<file path="src/rtl/not_gate_arbiter.sv">
`default_nettype none
// ============================================================================
//  Module   : not_gate_arbiter
//  Purpose  : Four requesters share one registered WIDTH-bit inverter through
//             an IDLE/ISSUE/RESP handshake. Define NOT_GATE_ARB_RR_EN for
//             round-robin arbitration (default: fixed priority, req 0 first).
//  Revision : 1.0 - initial release
// ============================================================================
module not_gate_arbiter #(
    parameter int WIDTH = 8
) (
    input  logic                 clk_i,
    input  logic                 rst_n_i,
    input  logic [3:0]           req_i,
    input  logic [4*WIDTH-1:0]   data_i,
    output logic [3:0]           gnt_o,
    output logic                 busy_o,
    output logic                 res_valid_o,
    output logic [1:0]           res_id_o,
    output logic [WIDTH-1:0]     res_data_o,
    input  logic                 res_ready_i
);

    typedef enum logic [1:0] {
        S_IDLE  = 2'd0,
        S_ISSUE = 2'd1,
        S_RESP  = 2'd2
    } state_t;

    state_t             r_state;
    logic [WIDTH-1:0]   r_operand;
    logic [1:0]         r_winner;
    logic [1:0]         w_winner;
    logic               w_any;
    logic [WIDTH-1:0]   w_lane [4];

    generate
        for (genvar k = 0; k < 4; k++) begin : g_lane
            assign w_lane[k] = data_i[k*WIDTH +: WIDTH];
        end
    endgenerate

    assign w_any  = |req_i;
    assign busy_o = (r_state != S_IDLE);

`ifdef NOT_GATE_ARB_RR_EN
    logic [1:0] r_ptr;
    logic [1:0] w_idx;
    logic       w_found;

    // Scan from the pointer upwards, wrapping modulo 4; first hit wins.
    always_comb begin
        w_found  = 1'b0;
        w_winner = r_ptr;
        w_idx    = r_ptr;
        for (int i = 0; i < 4; i++) begin
            w_idx = r_ptr + i[1:0];
            if (!w_found && req_i[w_idx]) begin
                w_found  = 1'b1;
                w_winner = w_idx;
            end
        end
    end
`else
    always_comb begin
        w_winner = 2'd0;
        for (int i = 3; i >= 0; i--) begin
            if (req_i[i]) begin
                w_winner = i[1:0];
            end
        end
    end
`endif

    always_ff @(posedge clk_i) begin
        if (!rst_n_i) begin
            r_state     <= S_IDLE;
            r_operand   <= '0;
            r_winner    <= 2'd0;
            gnt_o       <= 4'b0000;
            res_valid_o <= 1'b0;
            res_id_o    <= 2'd0;
            res_data_o  <= '0;
`ifdef NOT_GATE_ARB_RR_EN
            r_ptr       <= 2'd0;
`endif
        end else begin
            case (r_state)
                S_IDLE: begin
                    if (w_any) begin
                        r_operand <= w_lane[w_winner];
                        r_winner  <= w_winner;
                        gnt_o     <= 4'b0001 << w_winner;
                        r_state   <= S_ISSUE;
`ifdef NOT_GATE_ARB_RR_EN
                        r_ptr     <= w_winner + 2'd1;
`endif
                    end
                end
                S_ISSUE: begin
                    res_data_o  <= ~r_operand;
                    res_id_o    <= r_winner;
                    res_valid_o <= 1'b1;
                    gnt_o       <= 4'b0000;
                    r_state     <= S_RESP;
                end
                S_RESP: begin
                    // Result stays stable until the consumer takes it.
                    if (res_ready_i) begin
                        res_valid_o <= 1'b0;
                        r_state     <= S_IDLE;
                    end
                end
                default: begin
                    gnt_o       <= 4'b0000;
                    res_valid_o <= 1'b0;
                    r_state     <= S_IDLE;
                end
            endcase
        end
    end

endmodule
`default_nettype wire

</file>
<file path="config.mk">
export PLATFORM = sky130hd
export DESIGN_NAME = not_gate_arbiter
export DESIGN_NICKNAME = d
export VERILOG_FILES = /design/src/rtl/not_gate_arbiter.sv
export SDC_FILE = /design/constraint.sdc
export NUM_CORES = 1
export LEC_CHECK = 0
export CAP_MARGIN = 10
export CORE_AREA = 2 2 62 64
export DETAILED_ROUTE_END_ITERATION = 10
export DIE_AREA = 0 0 64 66
export GPL_TIMING_DRIVEN = 0
export PLACE_DENSITY = 0.83
export SLEW_MARGIN = 0
export SYNTH_ARGS = -nofsm -noshare
export SYNTH_HDL_FRONTEND = slang
export SYNTH_SLANG_ARGS = --single-unit
</file>
<file path="constraint.sdc">
create_clock -name clk_i -period 2.3 [get_ports clk_i]
set_input_delay 0.46 -clock clk_i [delete_from_list [all_inputs] [get_ports clk_i]]
set_output_delay 0.46 -clock clk_i [all_outputs]
set_load 0.01 [all_outputs]
</file>
# Word level (Yosys, flattened, before mapping)
# Index checks and enable logic that the tools add are counted.
[classes]
magnitude_cmp = 1
eq_ne = 4
n_shift = 1
mux = 14
n_bitwise = 4
n_reduce_logical = 7
[op_table]
columns = ["cell", "n"]
rows = [
  ["$bmux W8 S2", 1],
  ["$mux W8", 2],
  ["$mux W2", 6],
  ["$not A8 Y8", 1],
  ["$pmux W4 S2", 1],
  ["$reduce_and A2 Y1", 4],
  ["$pmux W2 S3", 1],
  ["$mux W4", 1],
  ["$ne A2 B2 Y1 const B", 2],
  ["$reduce_or A4 Y1", 1],
  ["$shl A1 B2 Y4 const A", 1],
  ["$ge A3 B3 Y1 const B", 1],
  ["$not A2 Y3", 1],
  ["$pmux W1 S3", 1],
  ["$eq A2 B1 Y1 const B", 1],
  ["$eq A2 B2 Y1 const B", 1],
  ["$logic_not A2 Y1", 1],
  ["$not A1 Y1", 2],
  ["$reduce_bool A2 Y1", 1],
  ["$mux W1", 1],
]
[word_totals]
ff_bits = 27
input_bits = 39
output_inout_bits = 16
elab_cells = 38

# Logic depth before layout (Yosys ltp)
[depth]
word_depth = 8
depth_mapped = 6
depth_no_buf = 5

# Worst setup path after synthesis
# No wires, ideal clock.
[synth_path]
kind = "input-to-reg"
startpoint = "input port req_i[3]"
endpoint = "register r_winner[0]"
setup_ns = 0.115
arrival_ns = 1.421
required_ns = 2.185
path_slack_ns = 0.764
path_stages = 5
n_path_buf = 1
path_cell_list = "buf_6 or4_4 o2111ai_1 o21ai_1 and2_1"
[synth_between]
elab_chain_cells = 4
word_cells_on_any_way = 6
classes_between = "4 x mux; 2 x reduce/logical"
[synth_lines]
columns = ["item", "line", "text"]
rows = [
  ["start, declared", "14", "input logic [3:0] req_i,"],
  ["$mux W2 (4 in a row)", "68", "if (req_i[i]) begin"],
  ["end signal, assigned", "92", "r_winner <= w_winner;"],
  ["end, declared", "32", "logic [1:0] r_winner;"],
]
# Several ways; a longest one is shown, not always the timed one.
# A chain may end at the register's enable or synchronous reset.

# Final worst setup path
[layout_path]
startpoint = "register r_state[0]"
endpoint = "output port busy_o"
[layout_between]
elab_chain_cells = 1
[layout_lines]
columns = ["item", "line", "text"]
rows = [
  ["start, declared", "30", "state_t r_state;"],
  ["start signal, assigned", "77", "r_state <= S_IDLE;"],
  ["start signal, assigned", "94", "r_state <= S_ISSUE;"],
  ["start signal, assigned", "105", "r_state <= S_RESP;"],
  ["$reduce_bool A2 Y1", "44", "assign busy_o = (r_state != S_IDLE);"],
  ["end, declared", "17", "output logic busy_o,"],
]
# Every way passes these cells.

==> flow_metrics.py <==
metrics = {
    "cells_and_area": {
        "multi_input_area_sq_um": 771,
        "mostFrequentLayoutCell": "clkdlybuf4s50_1",
        "syn_to_final_growth_pct": 44.4,
        "seqCellArea_sq_um": 541,
        "diodes": 0,
        "layout-drive-gt1-share_pct": 7.49,
        "nets": 267,
        "final_cell_mix": "clkdlybuf4s50_1 (53), dfxtp_1 (27), a21oi_1 (23)",
        "nFillCells": 319,
        "stdcell_area_sq_mm": 0.00201,
    },
    "power_and_ir_drop": {
        "power_mw": 1.07,
        "ir_worst_vdd_mv": 0.207,
        "pwr-share-comb_pct": 29.6,
        "p_int_mw": 0.760,
        "switching_share_pct": 29.2,
        "p_per_area_mw_per_mm2": 535,
        "pwr-share-seq_pct": 50.7,
        "leakagePower_nw": 0.711,
        "switching_power_mw": 0.314,
        "power.share.clock_pct": 19.7,
    },
    "global_route": {
        "antenna_found_initial": 0,
        "grt_pass1_vias": 1309,
        "grt_pass1_wl_microns": 5840,
        "grt_max_degree": 15,
        "track_usage_pct": 17.3,
        "grt_overflow": 0,
    },
    "route": {
        "dr.pass1.iters": 4,
        "routedWlPerCell_microns": 12.5,
        "finalWirelength_microns": 3450,
        "vias": 1376,
        "drtIter0Drc": 45,
        "viasPerCell": 5.00,
        "antenna_left": 0,
        "drc": 0,
    },
    "sta": {
        "worstMarginPinSlew_ps": 459,
        "slew_violations": 0,
        "rsz0062_at_grt": "false",
        "tns_ps": 0,
        "min_period_ps": 2070,
        "finalCritPeriodShare_pct": 90.1,
        "setup_viol": 0,
        "maxSlewHeadroom_pct": 69.4,
        "hold_viol_final": 0,
        "clock_skew_ps": 2.08,
        "hold_slack_ps": 533,
        "fmaxAchievable_mhz": 483,
    },
    "clocking": {
        "root_buffer": "clkbuf_4",
        "clock_sinks": 27,
        "post_cts.repair.setup_buffers": 0,
        "tritoncts": "built",
        "postCtsHoldBufs": 0,
        "cts_repair_resize_count": 0,
        "clk_path_buf_depth": 2,
        "cts-buffers-inserted": 3,
        "cts.clk_slew.worst_paths_ps": 140,
        "htree_levels": 1,
        "insertion_delay_ps": 330,
    },
    "critical_path": {
        "cp-end-kind": "primary output",
        "worstSetupStartpointType": "register",
        "worst-setup-path-type": "reg -> out",
        "required_ps": 1840,
        "worstPathMaxFanout": 6,
        "cp.arrival_ps": 1610,
    },
    "logic_synthesis": {
        "netlist_area_sq_mm": 0.00139,
        "syn_nets": 209,
        "syn_avg_cell_area_sq_um": 8.18,
        "ys_ff_latch": 27,
        "yosys.cell_types.count": 31,
        "ys_seq_area_share_pct": 38.9,
        "synth_cells": 170,
        "yosysWarnings": 0,
    },
    "job": {
        "max_cap_viol_count": 0,
    },
    "status": {
        "status": "completed",
    },
    "place": {
        "post_dp_cell_area_sq_mm": 0.00198,
        "gp_congestion": 0.775,
        "place_hpwl_microns": 2640,
        "io_buffer_count": 53,
    },
    "floorplanning": {
        "fp.dieArea_sq_mm": 0.00422,
        "ios": 55,
        "core_sq_mm": 0.00355,
        "die_w_microns": 64,
        "num_rows": 22,
        "start_util_pct": 39.1,
        "chipHeight_microns": 66,
    },
    "hold_path": {
        "hold_class": "reg -> reg",
    },
}
==> per-stage QoR <==
step | cells | util (%) | worst slack [ps]
finish | 275 | 56.5 | 228
global route | 275 | 56.5 | 137
CTS | 275 | 56.5 | 237
detailed placement | 271 | 55.8 | -10.1
global placement | 271 | 55.8 | 47.5
floorplan | 170 | - | 764
==> path summary, 6_finish.rpt <==
path / slack, ps / end / cells past startpoint / startpoint
hold reg to reg: 530 / r_state[1]$_SDFFE_PN0P_ / 2 / r_state[1]$_SDFFE_PN0P_
setup / recovery: 230 / busy_o / 3 / r_state[0]$_SDFFE_PN0P_
hold / removal: 530 / r_state[1]$_SDFFE_PN0P_ / 2 / r_state[1]$_SDFFE_PN0P_
setup reg to reg: 810 / r_operand[6]$_SDFFE_PN0P_ / 6 / r_state[0]$_SDFFE_PN0P_
==> Yosys cell counts (all sizes together) <==
master / instances / area (sq um)
a22oi: 1 / 12.5
o2111ai: 1 / 8.76
o221a: 2 / 22.5
and2: 9 / 56.3
clkbuf: 8 / 30.0
nor3: 1 / 5.00
nand2b: 8 / 50.1
a211oi: 7 / 52.6
buf: 5 / 33.8
a31oi: 1 / 6.26
and3: 2 / 12.5
nor2: 6 / 27.5
a21oi: 25 / 148
nor2b: 7 / 43.8
dfxtp: 27 / 541
a32oi: 3 / 26.3
a22o: 1 / 8.76
nand2: 16 / 60.1
a21boi: 1 / 7.51
or4: 1 / 11.3
or2: 1 / 6.26
inv: 4 / 15.0
mux2i: 1 / 10.0
o21ai: 18 / 90.1
nand3b: 14 / 105
==> critical path, cell delays in order, from the launching register on <==
cell and delay (ps):
dfxtp_1 490, nor2_2 130, inv_2 120, clkdlybuf4s50_1 540
==> per-layer routing <==
layer	track usage (%)	vias up	part of all wire, %
met5	0	-	0
met4	7.34	0	1.7
met3	2.39	5	4.3
met2	27.9	41	46
met1	23.1	614	47
li1	-	716	-
==> cells by family after synthesis <==
family	count (synthesis)	share of synthesized area, %
AND/OR/NAND/NOR	65	27.2
AO/OA/AOI/OAI	60	27.5
buffers and inverters	17	5.67
multiplexers	1	0.720
flip-flops	27	38.9
==> power by group through the flow <==
stage	Clock, mW	Combinational (mW)	Sequential (mW)
after floorplan	0	0.157	0.559
after global placement	0	0.313	0.553
after detailed placement	0	0.318	0.555
after CTS	0.209	0.319	0.545
after global routing	0.229	0.351	0.550
final	0.211	0.318	0.545
==> registers in the layout, indices dropped and copies added, names as in the netlist <==
name         count
r_operand        8
r_state          2
res_data_o       8
gnt_o            4
r_winner         2
res_id_o         2
res_valid_o      1
==> area by class of cell <==
cell class | instances | area share [%]
Clock buffer | 4 | 1.31
Buffer | 13 | 3.18
Sequential cell | 27 | 26.9
Inverter | 4 | 0.748
Tap cell | 48 | 2.99
Multi-Input combinational cell | 126 | 38.4
Timing Repair Buffer | 53 | 26.4
No activity file was read; power rests on OpenSTA's default activity.
